[config.mk]
export PLATFORM = sky130hd
export DESIGN_NAME = seq_dispatch
export DESIGN_NICKNAME = d
export VERILOG_FILES = /design/src/rtl/seq_dispatch.sv
export SDC_FILE = /design/constraint.sdc
export NUM_CORES = 1
export LEC_CHECK = 0
export BUFFER_PORTS_ARGS = -buffer_cell sky130_fd_sc_hd__buf_4
export CAP_MARGIN = 20
export CORE_MARGIN = 5
export CORE_UTILIZATION = 54
export DETAILED_ROUTE_END_ITERATION = 8
export MAX_ROUTING_LAYER = met4
export PLACE_DENSITY = 0.8
export SYNTH_ARGS = -nofsm -noshare
export SYNTH_HDL_FRONTEND = slang
export SYNTH_SLANG_ARGS = --single-unit
[constraint.sdc]
create_clock -name i_clk -period 3.05 [get_ports i_clk]
set_input_delay 0.1525 -clock i_clk [delete_from_list [all_inputs] [get_ports i_clk]]
set_output_delay 0.1525 -clock i_clk [all_outputs]
set_load 0.01 [all_outputs]
[src/rtl/seq_dispatch.sv]
// seq_dispatch: fetches op codes from the memory block, pulses one device select per op,
// waits for all devices ready, then streams an ADC word or a timestamp. Optional WAIT timeout: TIMEOUT_EN.
module seq_dispatch #(
  parameter int NUM_DEV  = 4,
  parameter int OP_W     = 4,
  parameter int DATA_W   = 16,
  parameter int ADC_W    = 14,
  parameter int ADC_DEV  = 1,
  parameter int TIME_W   = 48,
  parameter int CS_PULSE = 1,
  parameter int TMO_CYC  = 1023
) (
  input  logic               i_clk,
  input  logic               i_rst,
  input  logic               i_en,
  output logic               o_rdy,
  output logic               o_mblock_en,
  output logic               o_mblock_clr,
  input  logic               i_mblock_valid,
  input  logic [OP_W-1:0]    i_dev_no,
  output logic [NUM_DEV-1:0] o_dev_cs,
  input  logic [NUM_DEV-1:0] i_dev_rdy,
  input  logic [ADC_W-1:0]   i_adc_out,
  input  logic [TIME_W-1:0]  i_time_out,
  output logic               o_data_out_en,
  output logic [DATA_W-1:0]  o_data_out,
  output logic               o_cd_en,
  input  logic               i_cd_rdy,
  output logic               o_clock_en,
  output logic               o_err
);
  localparam int NW  = (TIME_W + DATA_W - 1) / DATA_W;
  localparam int PCW = $clog2(CS_PULSE + 1);
  localparam int WCW = $clog2(NW + 1);
  localparam logic [OP_W-1:0] OP_TIME = OP_W'(NUM_DEV + 1);
  localparam logic [OP_W-1:0] OP_ADC  = OP_W'(ADC_DEV);
  localparam logic [OP_W-1:0] OP_MAXD = OP_W'(NUM_DEV);

  typedef enum logic [2:0] {S_IDLE, S_FETCH, S_LOAD, S_CALL, S_WAIT, S_OUT, S_DONE} state_t;
  state_t r_state, w_nxt;

  logic                  r_ld_ph;
  logic [OP_W-1:0]       r_op;
  logic [TIME_W-1:0]     r_ts;
  logic [PCW-1:0]        r_pcnt;
  logic [WCW-1:0]        r_wcnt;
  logic                  r_rdy, r_mben, r_clr, r_cd_en, r_err, r_dout_en;
  logic [NUM_DEV-1:0]    r_cs;
  logic [DATA_W-1:0]     r_dout;

  logic                  w_rdy_n, w_mben_n, w_clr_n, w_cd_en_n, w_err_n, w_dout_en_n;
  logic [NUM_DEV-1:0]    w_cs_n;
  logic [DATA_W-1:0]     w_dout_n;
  logic                  w_all_rdy, w_ld_go, w_op_dev, w_op_bad, w_out_last, w_tmo;
  logic [OP_W-1:0]       w_op_sel;
  logic [TIME_W-1:0]     w_src;
  logic [WCW-1:0]        w_widx;
  logic [NW*DATA_W-1:0]  w_tpad;
  logic [DATA_W-1:0]     w_tword, w_apad;

  assign w_all_rdy  = &i_dev_rdy;
  // dev_no is valid on the second LOAD cycle, one cycle after the read strobe
  assign w_ld_go    = (r_state == S_LOAD) && r_ld_ph;
  assign w_op_dev   = (i_dev_no != '0) && (i_dev_no <= OP_MAXD);
  assign w_op_bad   = (i_dev_no > OP_TIME);
  assign w_out_last = (r_op == OP_ADC) || (r_wcnt == WCW'(NW - 1));
  assign w_op_sel   = (r_state == S_LOAD) ? i_dev_no : r_op;

`ifdef TIMEOUT_EN
  localparam int TCW = $clog2(TMO_CYC + 1);
  logic [TCW-1:0] r_tcnt;
  assign w_tmo = (r_tcnt == TCW'(TMO_CYC - 1));
  always_ff @(posedge i_clk or posedge i_rst)
    if (i_rst) r_tcnt <= '0;
    else       r_tcnt <= (r_state == S_WAIT) ? r_tcnt + 1'b1 : '0;
`else
  assign w_tmo = (TMO_CYC < 0);
`endif

  // First time word comes straight from time_out while the snapshot is being taken
  always_comb begin
    w_src   = (r_state == S_LOAD) ? i_time_out : r_ts;
    w_widx  = (r_state == S_LOAD) ? '0 : r_wcnt + 1'b1;
    w_tpad  = '0;
    w_tpad[TIME_W-1:0] = w_src;
    w_tword = '0;
    for (int i = 0; i < NW; i++)
      if (w_widx == WCW'(i)) w_tword = w_tpad[i*DATA_W +: DATA_W];
    w_apad  = '0;
    w_apad[ADC_W-1:0] = i_adc_out;
  end

  always_ff @(posedge i_clk or posedge i_rst) begin
    if (i_rst) begin
      r_state   <= S_IDLE;
      r_ld_ph   <= 1'b0;
      r_op      <= '0;
      r_ts      <= '0;
      r_pcnt    <= '0;
      r_wcnt    <= '0;
      r_rdy     <= 1'b0;
      r_mben    <= 1'b0;
      r_clr     <= 1'b1;
      r_cd_en   <= 1'b0;
      r_err     <= 1'b0;
      r_dout_en <= 1'b0;
      r_cs      <= '0;
      r_dout    <= '0;
    end else begin
      r_state   <= w_nxt;
      r_ld_ph   <= (r_state == S_LOAD) && !r_ld_ph;
      if (w_ld_go) r_op <= i_dev_no;
      if (w_ld_go && (i_dev_no == OP_TIME)) r_ts <= i_time_out;
      r_pcnt    <= (r_state == S_CALL) ? r_pcnt + 1'b1 : '0;
      r_wcnt    <= (r_state == S_OUT) ? r_wcnt + 1'b1 : '0;
      r_rdy     <= w_rdy_n;
      r_mben    <= w_mben_n;
      r_clr     <= w_clr_n;
      r_cd_en   <= w_cd_en_n;
      r_err     <= w_err_n;
      r_dout_en <= w_dout_en_n;
      r_cs      <= w_cs_n;
      r_dout    <= w_dout_n;
    end
  end

  always_comb begin
    w_nxt = r_state;
    case (r_state)
      S_IDLE:  if (i_en) w_nxt = S_FETCH;
      S_FETCH: w_nxt = i_mblock_valid ? S_LOAD : S_DONE;
      S_LOAD:
        if (r_ld_ph) begin
          if (w_op_dev)                  w_nxt = S_CALL;
          else if (i_dev_no == OP_TIME)  w_nxt = S_OUT;
          else                           w_nxt = S_FETCH;
        end
      S_CALL:  if (r_pcnt == PCW'(CS_PULSE - 1)) w_nxt = S_WAIT;
      S_WAIT:
        if (w_all_rdy) w_nxt = (r_op == OP_ADC) ? S_OUT : S_FETCH;
        else if (w_tmo) w_nxt = S_FETCH;
      S_OUT:   if (w_out_last) w_nxt = S_FETCH;
      S_DONE:  if (i_cd_rdy) w_nxt = S_IDLE;
      default: w_nxt = S_IDLE;
    endcase
    if (!i_en) w_nxt = S_IDLE;
  end

  for (genvar g = 0; g < NUM_DEV; g++) begin : g_cs
    assign w_cs_n[g] = (w_nxt == S_CALL) && (w_op_sel == OP_W'(g + 1));
  end

  always_comb begin
    w_mben_n    = (r_state == S_FETCH) && i_en && i_mblock_valid;
    w_clr_n     = (w_nxt == S_IDLE);
    w_cd_en_n   = i_en && ((r_state == S_IDLE) || r_cd_en);
    w_dout_en_n = (w_nxt == S_OUT);

    w_rdy_n = r_rdy;
    if ((r_state == S_FETCH) && i_en && !i_mblock_valid)           w_rdy_n = 1'b1;
    else if ((r_state == S_IDLE) && i_en)                          w_rdy_n = 1'b0;
    else if (!i_en && (r_state != S_IDLE) && (r_state != S_DONE))  w_rdy_n = 1'b0;

    w_err_n = r_err;
    if ((r_state == S_IDLE) && i_en)                                w_err_n = 1'b0;
    else if (i_en && w_ld_go && w_op_bad)                           w_err_n = 1'b1;
    else if (i_en && (r_state == S_WAIT) && !w_all_rdy && w_tmo)    w_err_n = 1'b1;

    w_dout_n = r_dout;
    if (w_nxt == S_OUT) w_dout_n = (r_state == S_WAIT) ? w_apad : w_tword;
  end

  assign o_rdy         = r_rdy;
  assign o_mblock_en   = r_mben;
  assign o_mblock_clr  = r_clr;
  assign o_dev_cs      = r_cs;
  assign o_data_out_en = r_dout_en;
  assign o_data_out    = r_dout;
  assign o_cd_en       = r_cd_en;
  assign o_clock_en    = r_cd_en;
  assign o_err         = r_err;
endmodule

==> results by group, run 1 <==
Timing
  – Setup TNS: 0 ps
  – F_max: a little over 400 MHz
  – Max-slew violations: 0
  – Final worst-path cycle share: 0.808
  – Clock Skew: roughly 9.9 ps
  – Slew @ Worst Pin: around 840 ps
  – Final Critical Period: about 2500 ps
  – Worst relative slew slack: 0.442
  – Setup-failing EPs final: 0
  – Hold Fails Final Rpt: 0
  – RSZ-0062 raised after global routing: false

Drt
  – Drt via density: 5.75
  – Drc violations: 0
  – Routed vias: around 3,300
  – Routed WL: just over 10,000 um
  – Post-route ant nets: 0
  – Routed len/inst: ~18 um
  – Drt pass-1 iters: 4
  – Iter 0 DRT Violations: 125

Setup path
  – Crit path DAT: 2700 ps
  – Endpoint class of the critical path: register
  – Startpoint type of the worst setup path: register
  – Maximum fanout along the worst path: 17
  – R2R depth: 5
  – Critical path class: register to register
  – WP data required: 3280 ps

Place
  – Dpl cells: about 550
  – RD Place Congestion: about 0.9
  – Post-DP HPWL: between 7000 and 8000 um
  – IO Port Bufs: between 100 and 150

Clock network
  – CTS Buffer Depth: 2
  – Root Buffer: clkbuf_8
  – Total CTS buffers: 9
  – Clock sink count: 85
  – Htree depth: 3
  – CTS clock-pin slew for the worst setup and hold paths: ~80 ps
  – TritonCTS clock tree: done
  – Worst-skew pair later-pin latency: between 300 and 400 ps

Hold path
  – Hold Path Class: primary input to register
  – Hold Crit Depth: 2

Job
  – Max cap viols: 0

GRT
  – GRT Total Usage: 0.222
  – Initial antenna violation count: 0
  – Global-route wire length before repair: 16,800 um
  – Number of global-route vias before repair: 3,461
  – Pin count of the biggest net entering global routing: 50
  – Total congestion overflow: 0

Synthesis
  – Synth Flop Type: dfrtp_1
  – Synth Cell Area: 4210 um^2
  – Cells after synthesis: between 300 and 400
  – Ys Warns: 0
  – Async S/R FF share, synth: 1.00
  – Synth Register Bits: between 80 and 90
  – Netlist cell types: 47
  – Mapped Nets: about 440
  – Share of the synthesized area in the top cell type: 0.500
  – Top cells by area, synth: dfrtp_1 50%, mux2_2 17%, mux2_4 3.2%
  – Post-synth EDFFs: 0
  – Syn_area_per_cell: between 10 and 15 um^2
  – Register area share after synthesis: 0.506
  – Yosys top cell by area: dfrtp_1

Final layout
  – Number of inserted diodes: 0
  – Fin cells: ~570
  – Synth-to-Final Area Change: 24.1%
  – Nets@finish: between 500 and 600
  – Final core occ: 0.682
  – Share of layout cells above drive strength 1: 0.445

Floorplan
  – Die Height: between 90 and 100 um
  – Die X-Extent: 98.2 um
  – Die area: 9650 um^2
  – Rows: 32
  – Core Area: roughly 7600 um^2
  – Num ports: 102
  – Initial Util: 0.550

Power and ir drop
  – Worst vdd ir: between 0.0002 and 0.0003 V
  – Design Power: approximately 0.0036 W
  – Leak: 2.60 nW
  – Pwr Density: 689 nW/um^2

Status
  – Outcome: completed
-- sequential cells by signal, summed over array words and instances (netlist names), 2 cells and up --
signal      cells
r_ts           48
o_data_out     16
o_dev_cs        4
r_op            4
r_state         3
r_wcnt          2
-- layout make-up --
| class | count | area, um^2 |
|---|---|---|
| well taps | 102 | 128 |
| fillers | 581 | 2430 |
| multi-input cells | 246 | 1910 |
| clock inverters | 3 | 20.0 |
| clock buffers | 13 | 159 |
| inverters | 5 | 20.0 |
| repair buffers | 111 | 848 |
| flip-flops and latches | 85 | 2130 |
-- cells by family after synthesis --
family	share of synthesized area
simple gates	0.131
flops	0.506
mux	0.220
compound gates	0.101
buf+inv	0.0390
fa+ha+maj	0.00297
-- stage by stage --
stage               setup slack [ps]  instance area (um^2)  hold WS (ps)
finish                           585                  5220          14.7
CTS                              624                  5220          5.49
global route                     469                  5220          17.6
global placement                 755                  5030           346
detailed placement               635                  5030           351
floorplan                        406                  4210           259
-- report_power, final --
part	switching (W)	total [W]	leakage [nW]	internal (W)
clock	0.000387	0.000727	0.0857	0.000340
sequential	0.000201	0.00153	1.17	0.00133
combinational	0.000663	0.00134	1.34	0.000674
total	0.00125	0.00360	2.60	0.00234
-- cells in the mapped netlist, types with 2 or more instances --
| cell | instances |
|---|---|
| dfrtp_1 | 84 |
| o31ai_1 | 7 |
| nand4_1 | 4 |
| o22ai_1 | 7 |
| nor3_1 | 5 |
| and4_1 | 2 |
| nand2b_1 | 3 |
| inv_1 | 5 |
| or3_1 | 7 |
| mux2_4 | 9 |
| o21ai_0 | 11 |
| a32o_1 | 5 |
| clkbuf_1 | 14 |
| or3b_2 | 2 |
| a31oi_1 | 3 |
| nor2b_1 | 6 |
| nand3_1 | 4 |
| a22o_1 | 2 |
| nor2_1 | 26 |
| buf_1 | 2 |
| a221oi_1 | 2 |
| mux2i_1 | 8 |
| nand4_2 | 2 |
| buf_2 | 5 |
| nand3b_1 | 2 |
| buf_4 | 2 |
| nor4b_1 | 4 |
| mux2_2 | 63 |
| a21oi_1 | 26 |
| buf_6 | 4 |
| nand2_1 | 21 |
-- cell usage in the layout, fill, tap and decap left out, drive strengths merged, types with 8 or more instances in the layout --
master and count:
a21oi 26, buf 110, clkbuf 13, dfrtp 84
mux2 72, mux2i 8, nand2 21, nor2 26
o21ai 11
-- layer usage --
metal  GRT usage  vias to the layer above  share of wire
met5           -                        -              0
met4      0.0641                        0          0.014
met3      0.0407                       13          0.056
met2       0.364                      112           0.49
met1       0.284                     1616           0.44
li1            -                     1510              -
-- critical path, cell delays in order (launching register included) --
cell	delay, ps
dfrtp_1	620
nor3b_4	440
nand4_2	260
nand4_2	200
nand4_4	380
mux2_4	440
-- final timing paths --
path / startpoint / endpoint / slack [ps]
worst max-delay path: r_state[1]$_DFF_PP0_ / o_data_out[4]$_DFFE_PP0N_ / 580
worst min-delay path: i_mblock_valid / o_rdy$_DFFE_PP0P_ / 10
worst max register to register: r_state[1]$_DFF_PP0_ / o_data_out[4]$_DFFE_PP0N_ / 580
worst min register to register: o_rdy$_DFFE_PP0P_ / o_rdy$_DFFE_PP0P_ / 480
max in group asynchronous: i_rst / o_mblock_clr$_DFF_PP1_ / 1710
min in group asynchronous: i_rst / r_ts[32]$_DFFE_PP0P_ / 520
-- repair_timing --
item,4_1_cts,5_1_grt
gates resized for setup,0,0
buffers inserted,0,0
endpoints found under the setup margin,0,0
hold buffers,1,0
endpoints found under the hold margin,47,0
No activity file was read; power rests on OpenSTA's default activity.
==> run 2: changes to the inputs <==
==> constraint.sdc (replaced) <==
create_clock -name i_clk -period 2.5 [get_ports i_clk]
set_input_delay 0.125 -clock i_clk [delete_from_list [all_inputs] [get_ports i_clk]]
set_output_delay 0.125 -clock i_clk [all_outputs]
set_load 0.01 [all_outputs]
==> run 2 against run 1 <==
Cell count up 4.1%. Clock-buffer cell count unchanged. Register-to-register slack worse by 260 ps. Global-route usage down 0.61 points. Total power up 27%. First-iteration DRC count up 12%. Hold slack about the same. Largest power group unchanged.
==> results by group, run 2 (synthesized netlist as in run 1, its figures left out) <==
Timing
  – Setup TNS: 0 ps (unchanged)
  – Setup-failing EPs final: 0 (unchanged)
  – Worst relative slew slack: 0.508 (+0.0660)
  – Final Critical Period: 2170 ps (-295 ps)
  – Fin Hold WS: 14.4 ps (-0.309 ps)
  – F_max: 461 MHz (+14%)
  – Max-slew violations: 0 (unchanged)
  – RSZ-0062 raised after global routing: false
  – Clock Skew: 9.86 ps (-0.00852 ps)
  – Final worst-path cycle share: 0.868 (+0.0599)
  – Slew @ Worst Pin: 738 ps (-98.8 ps)
  – Hold Fails Final Rpt: 0 (unchanged)

Place
  – IO Port Bufs: 101 (unchanged)
  – RD Place Congestion: 0.915 (+3.2%)
  – Dpl cells: 549 (+0.18%)
  – Post-DP HPWL: 7050 um (-6.2%)

Final layout
  – Number of inserted diodes: 0 (unchanged)
  – Fin cells: 588 (+4.1%)
  – Final core occ: 0.719 (+0.0370)
  – Nets@finish: 557 (+4.3%)
  – Multi-input gate area: 1910 um^2 (unchanged)
  – Share of layout cells above drive strength 1: 0.430 (-0.0149)
  – Highest-count cells in the layout ignoring fill and taps: 109 x buf_4, 84 x dfrtp_1, 63 x mux2_2
  – Max reg flops: 48 (unchanged)
  – Synth-to-Final Area Change: 30.8%
  – Fillers: 524 (-9.8%)
  – Leading cell type in the layout, fill and taps excluded: buf_4
  – Register area: 2130 um^2 (unchanged)
  – Largest Register: r_ts

Clock network
  – TritonCTS clock tree: done
  – Clock sink count: 85 (unchanged)
  – Htree depth: 3 (unchanged)
  – Root Buffer: clkbuf_8
  – Number of gates resized after CTS: 0 (unchanged)
  – Total CTS buffers: 9 (unchanged)
  – Worst-skew pair later-pin latency: 350 ps (about the same)
  – CTS Buffer Depth: 2 (unchanged)
  – CTS clock-pin slew for the worst setup and hold paths: 80 ps (about the same)

Power and ir drop
  – Pint: 0.00304 W (+30%)
  – Gate power share: 0.371 (about the same)
  – Seq pwr share: 0.407 (-0.019)
  – Sw Share: 0.333 (-0.0148)
  – Pwr Density: 828 nW/um^2 (+20%)
  – Leak: 2.73 nW (+5.0%)
  – Worst vdd ir: 0.000354 V (+21%)
  – Clock power frac: 0.222 (+0.020)
  – P_sw: 0.00152 W (+21%)

Setup path
  – R2R depth: 6 (+1)
  – Reg-to-Reg End: o_data_out[14]$_DFFE_PP0N_
  – Crit path DAT: 2400 ps (-300 ps)
  – WP data required: 2730 ps (-550 ps)
  – Maximum fanout along the worst path: 17 (unchanged)
  – Endpoint class of the critical path: register
  – Startpoint type of the worst setup path: register
  – Critical path class: register to register
  – FF-to-FF Start: r_state[0]$_DFF_PP0_
  – Setup slack on the worst flop-to-flop path: 330 ps (-260 ps)

GRT
  – Number of global-route vias before repair: 3,325 (-3.9%)
  – Global-route wire length before repair: 16,400 um (-2.8%)
  – Pin count of the biggest net entering global routing: 45 (-10%)
  – GRT Total Usage: 0.216 (-0.00610)
  – Total congestion overflow: 0 (unchanged)
  – Initial antenna violation count: 0 (unchanged)

Floorplan
  – Initial Util: 0.550 (unchanged)
  – Die X-Extent: 98.2 um (unchanged)
  – Rows: 32 (unchanged)
  – Die Height: 98.2 um (unchanged)
  – Die area: 9650 um^2 (unchanged)
  – Core Area: 7650 um^2 (unchanged)
  – Num ports: 102 (unchanged)

Drt
  – Routed len/inst: 17.0 um (-6.5%)
  – Post-route ant nets: 0 (unchanged)
  – Routed vias: 3,316 (+2.0%)
  – Iter 0 DRT Violations: 140 (+12%)
  – Routed WL: 10000 um (-2.7%)
  – Drc violations: 0 (unchanged)
  – Drt via density: 5.64 (-2.0%)
  – Drt pass-1 iters: 4 (unchanged)

Hold path
  – Hold Path Class: primary input to register
  – Hold Crit Depth: 2 (unchanged)
  – Min-delay src: i_time_out[38]
  – WHS Endpoint: r_ts[38]$_DFFE_PP0P_

Status
  – Outcome: completed

Job
  – Max cap viols: 0 (unchanged)
-- run 2: changes by cell type in the layout (fill, tap and decap cells not counted) --
cell	delta
dlygate4sd3_1	+21
buf_12	+2
bufinv_16	+1
clkbuf_1	-1
clkbuf_8	+1
clkinvlp_4	-1
-- run 2: what timing repair did --
action | 4_1_cts | 5_1_grt
setup buffers | 0 | 1
hold buffers | 20 | 2
hold endpoints to repair | 62 | 2
endpoints found under the setup margin | 0 | 16
-- run 2: worst max-delay path by stage --
stage | end | slack [ps] | startpoint | depth (start not counted)
global placement | o_data_out[0]$_DFFE_PP0N_ | 290 | r_state[2]$_DFF_PP0_ | 6
finish | o_data_out[14]$_DFFE_PP0N_ | 330 | r_state[0]$_DFF_PP0_ | 6
detailed placement | o_data_out[0]$_DFFE_PP0N_ | 180 | r_state[2]$_DFF_PP0_ | 6
floorplan | o_data_out[3]$_DFFE_PP0N_ | 10 | r_wcnt[0]$_DFF_PP0_ | 10
CTS | o_data_out[1]$_DFFE_PP0N_ | 170 | r_state[2]$_DFF_PP0_ | 6
global route | o_dev_cs[3]$_DFF_PP0_ | 160 | r_state[0]$_DFF_PP0_ | 5
-- run 2: metrics by stage --
step,total power (W),setup slack (ps),cell area [um^2]
floorplan,0.00288,12.4,4210
global placement,0.00345,291,5050
detailed placement,0.00351,182,5050
CTS,0.00456,172,5460
global route,0.00483,162,5500
finish,0.00455,330,5500
-- run 2: final cells by class --
| cell class | instances | area share |
|---|---|---|
| flip-flops and latches | 85 | 0.387 |
| multi-input cells | 246 | 0.348 |
| well taps | 102 | 0.0232 |
| clock buffers | 13 | 0.0307 |
| clock inverters | 3 | 0.00773 |
| repair buffers | 134 | 0.200 |
| inverters | 5 | 0.00364 |
-- run 2: critical path, stage by stage (launching register included) --
cell and delay, ps:
dfrtp_1 550, nor3b_4 410, buf_4 220, nand4_1 160, nand4_4 160, buf_12 180, mux2_2 350
-- run 2: routing by layer --
| metal | wire length (um) | share of wire | vias up | GRT usage |
|---|---|---|---|---|
| li1 | - | - | 1558 | - |
| met5 | 0 | 0 | - | - |
| met3 | 703 | 0.070 | 17 | 0.0450 |
| met2 | 4950 | 0.49 | 126 | 0.343 |
| met1 | 4180 | 0.42 | 1615 | 0.275 |
| met4 | 165 | 0.017 | 0 | 0.0798 |
-- run 2: power by group through the flow --
| stage | clock network, W | logic [W] | registers (W) |
|---|---|---|---|
| floorplan | 0 | 0.00109 | 0.00179 |
| global placement | 0 | 0.00159 | 0.00186 |
| detailed placement | 0 | 0.00164 | 0.00187 |
| CTS | 0.00104 | 0.00167 | 0.00185 |
| global route | 0.00110 | 0.00184 | 0.00189 |
| finish | 0.00101 | 0.00169 | 0.00185 |
==> run 3: changes to the inputs <==
--- a/config.mk
+++ b/config.mk
@@ -8,10 +8,10 @@
 export BUFFER_PORTS_ARGS = -buffer_cell sky130_fd_sc_hd__buf_4
 export CAP_MARGIN = 20
 export CORE_MARGIN = 5
-export CORE_UTILIZATION = 54
+export CORE_UTILIZATION = 45
 export DETAILED_ROUTE_END_ITERATION = 8
 export MAX_ROUTING_LAYER = met4
-export PLACE_DENSITY = 0.8
+export PLACE_DENSITY = 0.69
 export SYNTH_ARGS = -nofsm -noshare
 export SYNTH_HDL_FRONTEND = slang
 export SYNTH_SLANG_ARGS = --single-unit
==> run 3 against run 2 <==
Die area increased by 18%. Cell count increased by 4.8%. Clock-buffer cell count decreased by 3. Global-route usage decreased by 1.9 points. Via count increased by 1.5%. Combinational power about the same. Critical path depth decreased by 1. Sequential share of layout area decreased by 1.2 points. Hold slack improved by 1.6 ps. First-iteration DRC count decreased by 16%. Register-to-register slack got worse by 70 ps. Worst setup slack got worse by 71 ps. Critical endpoint is now o_data_out[0]$_DFFE_PP0N_. Highest routed layer unchanged.
==> results by group, run 3 (synthesized netlist as in run 1, its figures left out) <==
Setup path
  – Slowest cell on the critical path: dfrtp_1
  – Endpoint class of the critical path: register
  – Worst setup startpoint: r_state[0]$_DFF_PP0_
  – FF-to-FF Start: r_state[0]$_DFF_PP0_
  – WP data required: 2740 ps (about the same)
  – Setup slack on the worst flop-to-flop path: 260 ps (-70 ps)
  – R2R depth: 5 (-1)
  – CP Cell Sequence: nand3b_1, or3_1, nand4_2, nand4_4, mux2_4
  – CP peak stage delay: 660 ps (+110 ps)
  – Critical path class: register to register
  – Startpoint type of the worst setup path: register
  – Maximum fanout along the worst path: 17 (unchanged)
  – Crit path DAT: 2480 ps (+80 ps)
  – Reg-to-Reg End: o_data_out[0]$_DFFE_PP0N_

Floorplan
  – Die X-Extent: 107 um (+8.6%)
  – Rows: 35 (+9.4%)
  – Core Area: 9200 um^2 (+20%)
  – Die area: 11,400 um^2 (+18%)
  – Die Height: 107 um (+8.6%)
  – Num ports: 102 (unchanged)
  – Initial Util: 0.457 (-0.0926)

Clock network
  – Root Buffer: clkbuf_8
  – Worst-skew pair later-pin latency: 350 ps (about the same)
  – Setup Buffers After CTS: 0 (unchanged)
  – Clock sink count: 85 (unchanged)
  – CTS Buffer Depth: 2 (unchanged)
  – Htree depth: 3 (unchanged)
  – Total CTS buffers: 9 (unchanged)
  – TritonCTS clock tree: done
  – CTS clock-pin slew for the worst setup and hold paths: 90 ps (about the same)

Drt
  – Iter 0 DRT Violations: 118 (-16%)
  – Routed len/inst: 17.1 um (+0.51%)
  – Drt via density: 5.46 (-3.1%)
  – Routed vias: 3,366 (+1.5%)
  – Post-route ant nets: 0 (unchanged)
  – Drc violations: 0 (unchanged)
  – Routed WL: 10,500 um (+5.3%)
  – Drt pass-1 iters: 4 (unchanged)

Timing
  – Clock Skew: 15.1 ps (+5.21 ps)
  – Final Critical Period: 2240 ps (+71.4 ps)
  – F_max: 446 MHz (-3.2%)
  – Setup TNS: 0 ps (unchanged)
  – RSZ-0062 raised after global routing: false
  – Worst relative slew slack: 0.528 (+0.0204)
  – Min setup slack post-route: 258 ps (-71.4 ps)
  – Slew @ Worst Pin: 707 ps (-30.5 ps)
  – Setup-failing EPs final: 0 (unchanged)
  – Hold Fails Final Rpt: 0 (unchanged)
  – Final worst-path cycle share: 0.897 (+0.0286)
  – Max-slew violations: 0 (unchanged)
  – Fin Hold WS: 15.9 ps (+1.55 ps)

Final layout
  – Share of layout cells above drive strength 1: 0.416 (-0.0142)
  – Max reg flops: 48 (unchanged)
  – Synth-to-Final Area Change: 35.0%
  – Number of inserted diodes: 0 (unchanged)
  – Nets@finish: 576 (+3.4%)
  – Highest-count cells in the layout ignoring fill and taps: 110 x buf_4, 84 x dfrtp_1, 63 x mux2_2
  – Largest Register: r_ts
  – Leading cell type in the layout, fill and taps excluded: buf_4

Power and ir drop
  – Worst vdd ir: 0.000367 V (+3.5%)
  – Sw Share: 0.343 (+0.0100)
  – Clock power frac: 0.217 (-0.005)
  – Leak: 2.80 nW (+2.6%)
  – P_sw: 0.00156 W (+2.8%)
  – Pint: 0.00299 W (-1.7%)
  – Seq pwr share: 0.411 (+0.004)
  – Design Power: 0.00455 W (-0.17%)
  – Pwr Density: 801 nW/um^2 (-3.3%)
  – Gate power share: 0.371 (about the same)

Place
  – IO Port Bufs: 101 (unchanged)
  – Pre-CTS setup slack: 275 ps (+92.7 ps)
  – RD Place Congestion: 0.809 (-12%)
  – Post-DP HPWL: 7330 um (+3.9%)

GRT
  – Pin count of the biggest net entering global routing: 48 (+6.7%)
  – Initial antenna violation count: 0 (unchanged)
  – Global-route wire length before repair: 17,500 um (+6.8%)
  – Total congestion overflow: 0 (unchanged)
  – GRT Total Usage: 0.197 (-0.0190)
  – Number of global-route vias before repair: 3,572 (+7.4%)

Hold path
  – Hold Crit Depth: 2 (unchanged)
  – Min-delay src: i_time_out[6]
  – WHS Endpoint: r_ts[6]$_DFFE_PP0P_
  – Hold Path Class: primary input to register

Job
  – Max cap viols: 0 (unchanged)

Status
  – Outcome: completed
run 3: routing by layer:
layer | track usage | share of wire | up-vias | routed length [um]
li1 | - | - | 1596 | -
met1 | 0.257 | 0.44 | 1662 | 4630
met2 | 0.315 | 0.49 | 98 | 5160
met3 | 0.0427 | 0.063 | 10 | 661
met4 | 0.0511 | 0.0072 | 0 | 76
met5 | - | 0 | - | 0
run 3: through the flow:
step	instance area, um^2	instances	util
floorplan	4210	363	-
global placement	5070	559	0.551
detailed placement	5070	559	0.551
global route	5680	616	0.617
finish	5680	616	0.617
CTS	5660	614	0.615
run 3: final cells by class:
type | count | area [um^2]
Fill cell | 767 | 3520
Sequential cell | 85 | 2130
Multi-Input combinational cell | 246 | 1910
Timing Repair Buffer | 153 | 1280
Tap cell | 111 | 139
Clock buffer | 10 | 138
Clock inverter | 6 | 61.3
Inverter | 5 | 20.0
run 3: worst max path at each step:
stage	endpoint	slack, ps
floorplan	o_data_out[3]$_DFFE_PP0N_	10
CTS	o_data_out[0]$_DFFE_PP0N_	240
finish	o_data_out[0]$_DFFE_PP0N_	260
global route	o_data_out[5]$_DFFE_PP0N_	40
detailed placement	o_data_out[0]$_DFFE_PP0N_	280
global placement	o_data_out[7]$_DFFE_PP0N_	340
run 3: worst max-delay path, delay by kind of cell (launching register included):
family	cells	cell delay, ps
flip-flops	1	660
multiplexers	1	430
AND/OR/NAND/NOR	4	1040
run 3: power by group through the flow:
stage               Sequential [W]  Combinational (W)  Clock, W
floorplan                  0.00179            0.00109         0
global placement           0.00187            0.00160         0
detailed placement         0.00189            0.00164         0
CTS                        0.00187            0.00170   0.00101
global route               0.00191            0.00185   0.00107
finish                     0.00187            0.00169  0.000989
run 3: timing repair:
action	CTS	global route
resized for setup	0	0
hold buffers	39	2
endpoints found under the hold margin	76	2
